**config.mk**
```make
export PLATFORM = sky130hd
export DESIGN_NAME = display_scan_controller
export DESIGN_NICKNAME = d
export VERILOG_FILES = /design/src/rtl/display_pkg.sv /design/src/rtl/seg7_decoder.sv /design/src/rtl/display_scan_controller.sv
export SDC_FILE = /design/constraint.sdc
export NUM_CORES = 1
export LEC_CHECK = 0
export ABC_AREA = 1
export CAP_MARGIN = 20
export CORE_MARGIN = 1
export CORE_UTILIZATION = 64
export CTS_CLUSTER_DIAMETER = 120
export DETAILED_ROUTE_END_ITERATION = 8
export DONT_BUFFER_PORTS = 1
export GPL_ROUTABILITY_DRIVEN = 1
export HOLD_SLACK_MARGIN = 0.05
export PLACE_DENSITY = 0.84
export SLEW_MARGIN = 20
export SYNTH_ARGS = -nofsm -noshare
export SYNTH_HDL_FRONTEND = slang
export SYNTH_SLANG_ARGS = --single-unit
```
**constraint.sdc**
```tcl
create_clock -name clk -period 3.16 [get_ports clk]
set_input_delay 0.632 -clock clk [delete_from_list [all_inputs] [get_ports clk]]
set_output_delay 0.632 -clock clk [all_outputs]
set_load 0.03 [all_outputs]
```
**src/rtl/display_pkg.sv**
```systemverilog
// Shared types, digit-select patterns, glyph table and the double-dabble step
// used by the 4-digit seven-segment scan controller.
package display_pkg;

    typedef enum logic [1:0] {
        ST_IDLE    = 2'd0,
        ST_CONVERT = 2'd1,
        ST_COMMIT  = 2'd2
    } state_e;

    localparam logic [3:0] SEL_UNITS     = 4'b1110;
    localparam logic [3:0] SEL_TENS      = 4'b1101;
    localparam logic [3:0] SEL_HUNDREDS  = 4'b1011;
    localparam logic [3:0] SEL_THOUSANDS = 4'b0111;

    localparam logic [6:0] SEG_BLANK = 7'b1111111;

    // Active-low {g,f,e,d,c,b,a} glyphs for decimal digits 0..9
    localparam logic [6:0] GLYPHS [10] = '{
        7'b1000000, 7'b1111001, 7'b0100100, 7'b0110000, 7'b0011001,
        7'b0010010, 7'b0000010, 7'b1111000, 7'b0000000, 7'b0010000
    };

    localparam logic [3:0] LAST_ITER = 4'd11;

    // One double-dabble iteration on {bcd[15:0], bin[11:0]}
    function automatic logic [27:0] dabble_step(input logic [27:0] v);
        logic [27:0] t;
        t = v;
        for (int i = 0; i < 4; i++) begin
            if (t[12+4*i +: 4] >= 4'd5) begin
                t[12+4*i +: 4] = t[12+4*i +: 4] + 4'd3;
            end else begin
                t[12+4*i +: 4] = t[12+4*i +: 4];
            end
        end
        return {t[26:0], 1'b0};
    endfunction

endpackage

```
**src/rtl/seg7_decoder.sv**
```systemverilog
// Combinational BCD digit to active-low seven-segment decoder with blanking;
// non-decimal codes are shown blank.
module seg7_decoder
    import display_pkg::*;
(
    input  logic [3:0] digit,
    input  logic       blank,
    output logic [6:0] segments
);

    // Glyph lookup, blank overrides the digit
    always_comb begin
        segments = SEG_BLANK;
        if (blank) begin
            segments = SEG_BLANK;
        end else begin
            case (digit)
                4'd0:    segments = GLYPHS[0];
                4'd1:    segments = GLYPHS[1];
                4'd2:    segments = GLYPHS[2];
                4'd3:    segments = GLYPHS[3];
                4'd4:    segments = GLYPHS[4];
                4'd5:    segments = GLYPHS[5];
                4'd6:    segments = GLYPHS[6];
                4'd7:    segments = GLYPHS[7];
                4'd8:    segments = GLYPHS[8];
                4'd9:    segments = GLYPHS[9];
                default: segments = SEG_BLANK;
            endcase
        end
    end

endmodule

```
**src/rtl/display_scan_controller.sv**
```systemverilog
// Accepts a 12-bit binary value, converts it to BCD by double-dabble and
// multiplexes the four digits onto a common-anode seven-segment display.
module display_scan_controller
    import display_pkg::*;
#(
    parameter int REFRESH_DIV   = 100000,
    parameter int BLANK_LEADING = 1
) (
    input  logic        clk,
    input  logic        reset,
    input  logic [11:0] value_in,
    input  logic        value_valid,
    output logic        value_ready,
    output logic        busy,
    output logic [6:0]  segments,
    output logic [3:0]  display_select
);

    localparam int               CNT_W   = (REFRESH_DIV > 1) ? $clog2(REFRESH_DIV) : 1;
    localparam logic [CNT_W-1:0] CNT_MAX = CNT_W'(REFRESH_DIV - 1);
    localparam logic [CNT_W-1:0] CNT_ONE = CNT_W'(1);
    localparam logic [CNT_W-1:0] CNT_ZERO = CNT_W'(0);

    state_e           state_r;
    state_e           state_s;
    logic [3:0]       iter_r;
    logic [27:0]      dd_r;
    logic [15:0]      display_r;
    logic [15:0]      display_s;
    logic [CNT_W-1:0] scan_cnt_r;
    logic [CNT_W-1:0] scan_next_s;
    logic [1:0]       digit_idx_r;
    logic [1:0]       digit_next_s;
    logic             accept_s;
    logic             ready_s;
    logic             busy_s;
    logic             ready_r;
    logic             busy_r;
    logic [3:0]       digit_s;
    logic             lead_blank_s;
    logic             blank_s;
    logic [3:0]       sel_s;
    logic [6:0]       dec_seg_s;
    logic [6:0]       segments_r;
    logic [3:0]       select_r;

    assign accept_s = value_valid && ready_r;

    // FSM state register
    always_ff @(posedge clk or negedge reset) begin
        if (!reset) begin
            state_r <= ST_IDLE;
        end else begin
            state_r <= state_s;
        end
    end

    // FSM next state; COMMIT may take the next value so back-to-back values
    // are accepted every 13 cycles
    always_comb begin
        state_s = state_r;
        case (state_r)
            ST_IDLE:    state_s = accept_s ? ST_CONVERT : ST_IDLE;
            ST_CONVERT: state_s = (iter_r == LAST_ITER) ? ST_COMMIT : ST_CONVERT;
            ST_COMMIT:  state_s = accept_s ? ST_CONVERT : ST_IDLE;
            default:    state_s = ST_IDLE;
        endcase
    end

    // FSM outputs, decoded from the next state so they can be registered
    always_comb begin
        ready_s = 1'b1;
        busy_s  = 1'b0;
        if (state_s == ST_CONVERT) begin
            ready_s = 1'b0;
            busy_s  = 1'b1;
        end else begin
            ready_s = 1'b1;
            busy_s  = 1'b0;
        end
    end

    // Handshake output registers
    always_ff @(posedge clk or negedge reset) begin
        if (!reset) begin
            ready_r <= 1'b1;
            busy_r  <= 1'b0;
        end else begin
            ready_r <= ready_s;
            busy_r  <= busy_s;
        end
    end

    // Double-dabble datapath and display register
    always_ff @(posedge clk or negedge reset) begin
        if (!reset) begin
            dd_r      <= 28'd0;
            iter_r    <= 4'd0;
            display_r <= 16'd0;
        end else begin
            if (accept_s) begin
                dd_r   <= {16'd0, value_in};
                iter_r <= 4'd0;
            end else if (state_r == ST_CONVERT) begin
                dd_r   <= dabble_step(dd_r);
                iter_r <= iter_r + 4'd1;
            end else begin
                dd_r   <= dd_r;
                iter_r <= iter_r;
            end
            display_r <= display_s;
        end
    end

    // Next-cycle scan position and display contents feed the output registers
    always_comb begin
        display_s    = (state_r == ST_COMMIT) ? dd_r[27:12] : display_r;
        scan_next_s  = (scan_cnt_r == CNT_MAX) ? CNT_ZERO : scan_cnt_r + CNT_ONE;
        digit_next_s = (scan_cnt_r == CNT_MAX) ? digit_idx_r + 2'd1 : digit_idx_r;
        digit_s      = display_s[3:0];
        lead_blank_s = 1'b0;
        sel_s        = SEL_UNITS;
        case (digit_next_s)
            2'd0: begin
                digit_s      = display_s[3:0];
                lead_blank_s = 1'b0;
                sel_s        = SEL_UNITS;
            end
            2'd1: begin
                digit_s      = display_s[7:4];
                lead_blank_s = (display_s[15:4] == 12'd0);
                sel_s        = SEL_TENS;
            end
            2'd2: begin
                digit_s      = display_s[11:8];
                lead_blank_s = (display_s[15:8] == 8'd0);
                sel_s        = SEL_HUNDREDS;
            end
            2'd3: begin
                digit_s      = display_s[15:12];
                lead_blank_s = (display_s[15:12] == 4'd0);
                sel_s        = SEL_THOUSANDS;
            end
            default: begin
                digit_s      = display_s[3:0];
                lead_blank_s = 1'b0;
                sel_s        = SEL_UNITS;
            end
        endcase
        blank_s = (scan_next_s == CNT_ZERO) || ((BLANK_LEADING != 0) && lead_blank_s);
    end

    seg7_decoder u_seg7_decoder (
        .digit    (digit_s),
        .blank    (blank_s),
        .segments (dec_seg_s)
    );

    // Scan counter, digit index and registered display outputs
    always_ff @(posedge clk or negedge reset) begin
        if (!reset) begin
            scan_cnt_r  <= CNT_ZERO;
            digit_idx_r <= 2'd0;
            segments_r  <= SEG_BLANK;
            select_r    <= SEL_UNITS;
        end else begin
            scan_cnt_r  <= scan_next_s;
            digit_idx_r <= digit_next_s;
            segments_r  <= dec_seg_s;
            select_r    <= sel_s;
        end
    end

    assign value_ready    = ready_r;
    assign busy           = busy_r;
    assign segments       = segments_r;
    assign display_select = select_r;

endmodule
```
==> run summary <==
Arr. time, crit path - 2.95 ns
Worst Path Max Fanout - 11
routability congestion estimate - 0.9089
Top cell by count, worst path - nand3_1
CP max stage cell - dfrtp_1
starting density of the core - 67.76%
Critical Path, Cell by Cell - ha_1, nand3_4, nor2_4, nand3_2, nand2_4, nand2_2, nand2_1, nor2_1, nor2_1, inv_1, ha_1, inv_1, nand3_1, nand3_1, nand3_1
syn_nets - 566
sequential area share after synthesis - 47.20%
Area Growth Syn to Fin - 6.690%
vias in the first global route - 3,371
TNS Setup - 0 ns
RSZ-0062 raised after global routing - false
crit-path max cell delay - 0.38 ns
final count of negative-setup-slack endpoints - 0
final hold violations - 0
# diodes - 0
clk_lat worst skew - 0.35 ns
dpl hpwl - 5.972 mm
Layout Cells excl Fill - 622
reported max-cap violation count - 0
Nets - 570
syn avg cell area - 8.165 µm²
CP startpoint kind - flip-flop
Max IR drop VDD - 505.0 µV
Slew Viols, Final - 0
post-route ant nets - 0
IO Count - 28
dpl cells - 605
CTS Root Buffer Type - clkbuf_8
Detailed Route WL - 8.441 mm
Place WS - 0.5008 ns
first-pass GRT wire length - 14.94 mm
number of synthesized flops with an enable pin - 0
commonest cells in the netlist - nand2_1 (108), inv_1 (107), dfrtp_1 (71), nand3_1 (46), nor2_1 (45)
Hold WC Path Type - in2async
Total Routing Usage GR - 26.52%
most numerous cell in the Yosys netlist - nand2_1
die area - 7173 µm²
Final Critical Period - 2.679 ns
TritonCTS clock tree - built
Slew HR - 43.97%
Post-CTS Setup Bufs - 0
Worst EP required - 3.43 ns
Slew @ Worst Pin - 0.8374 ns
Power Density - 762.1 nW/µm²
H-Tree Depth - 3
CTS clk-pin slew, worst paths - 0.08 ns
largest net degree at the start of global routing - 72
ratio of cells with drive above 1 in the final layout - 10.09%
grt total ovfl - 0
Die W - 84.70 µm
CTS max path bufs - 2
top cells by area, synth - dfrtp_1 (41%), nand2_1 (9.3%), inv_1 (9.2%)
Yosys top cell area share - 40.59%
Async SR Flop Fraction - 100.0%
clk sink count - 82
P_leak - 2.435 nW
via count - 3,545
status - complete, no violations
drt drc - 0
core area - 6459 µm²
Mapped Cells - 536
die span in y - 84.70 µm
Fmax - 373.2 MHz
WS Path Type - reg2reg
crit end category - flip-flop
final period utilization - 84.79%
leading area contributor after synthesis - dfrtp_1
total CTS buffers - 9
First-pass DRT Iterations - 7
Top FF cell, synth - dfrtp_1
initial drt markers - 308
slack of the critical path - 0.4806 ns
synthesized area - 4377 µm²
routed vias/inst - 5.699
Synth cell types - 36
#FFs+latches synth - 82
Placement Rows - 29
WL/cell - 13.57 µm
number of port buffers - 0
clk_skew - 0.01226 ns
Yosys warning count - 0
number of antenna violations at the first check in global routing - 0
-- cell type report --
class | count | area, µm²
inverters | 111 | 419.2
clock buffers | 14 | 162.7
repair buffers | 3 | 42.54
multi-input cells | 333 | 1846
fillers | 473 | 1789
clock inverters | 2 | 37.54
flip-flops and latches | 82 | 2066
well taps | 77 | 96.34
-- per-stage QoR --
stage          hold slack, ns  cell area (µm²)  total power, mW  util, %
6_report               0.1191             4669            3.559    72.30
5_1_grt               0.09200             4669            3.838    72.30
4_1_cts                0.1092             4669            3.563    72.30
3_5_place_dp           0.3379             4442            2.769    68.77
3_3_place_gp           0.3380             4442            2.695    68.77
2_1_floorplan          0.3364             4377            2.514        -
-- sequential cells by signal, summed over array words and instances, names as in the netlist --
name and count:
dd_r 28, digit_idx_r 2, busy 1, state_r 2, value_ready 1, display_select 4
scan_cnt_r 17, iter_r 4, display_r 16, segments 7
-- placed cells by master (no fill, tap or decap), types with 2 or more instances in the layout --
master	n
dfrtp_1	71
o21ai_0	39
o221ai_1	11
dfstp_2	11
nand2_4	4
ha_1	15
buf_4	2
inv_2	3
nor2_1	45
nand4_1	12
nand3_1	46
nor2_2	4
xor2_1	7
nor2_4	2
clkbuf_8	11
inv_1	107
nor3_1	4
o21bai_1	3
nand3_2	7
nor4_1	2
o22ai_1	8
a21oi_1	3
nand2_1	108
clkbuf_1	3
o32ai_1	3
nand2_2	2
-- critical path: cells and delay by family, from the launching register on --
kind,cells,cell delay [ns]
fa+ha+maj,2,0.44
buf+inv,2,0.16
flops,1,0.38
simple gates,11,1.62
-- final timing paths --
check,from,to,slack (ns),cells past startpoint
worst min-delay path,reset,value_ready$_DFF_PN1_,0.12,0
worst max register to register,scan_cnt_r[0]$_DFF_PN0_,segments[6]$_DFF_PN1_,0.48,15
worst min register to register,state_r[0]$_DFF_PN0_,busy$_DFF_PN0_,0.51,1
worst max-delay path,scan_cnt_r[0]$_DFF_PN0_,segments[6]$_DFF_PN1_,0.48,15
max in group asynchronous,reset,scan_cnt_r[6]$_DFF_PN0_,2.72,1
min in group clk,value_in[10],dd_r[10]$_DFFE_PN0P_,0.40,2
-- timing repair --
action,in CTS,in global routing
gates resized for setup,0,0
hold endpoints to repair,71,0
hold buffers,1,0
-- logic make-up after synthesis --
logic type | after synthesis | share of synthesized area, %
and+or+nand+nor | 239 | 26.01
buffers and inverters | 121 | 10.63
DFF | 82 | 47.20
AOI/OAI and AO/OA | 70 | 10.01
adders and majority gates | 15 | 4.288
xor gates and xnor gates | 8 | 1.601
muxes | 1 | 0.2573
-- power by group --
part           switching (mW)  total (mW)  internal (mW)
sequential              0.245        1.63           1.38
combinational           0.763        1.16          0.402
clock                   0.355       0.765          0.410
total                    1.36        3.56           2.20
-- metal layers --
metal / vias up / share of wire [%] / routed length (µm) / GRT usage, %
met5: - / 0 / 0 / 0
met4: 0 / 2.8 / 236 / 11.09
met3: 24 / 5.0 / 421 / 5.015
met2: 123 / 48 / 4070 / 43.46
met1: 1674 / 44 / 3713 / 34.91
li1: 1724 / - / - / -
Note: power is estimated with default switching activity, not from simulation.
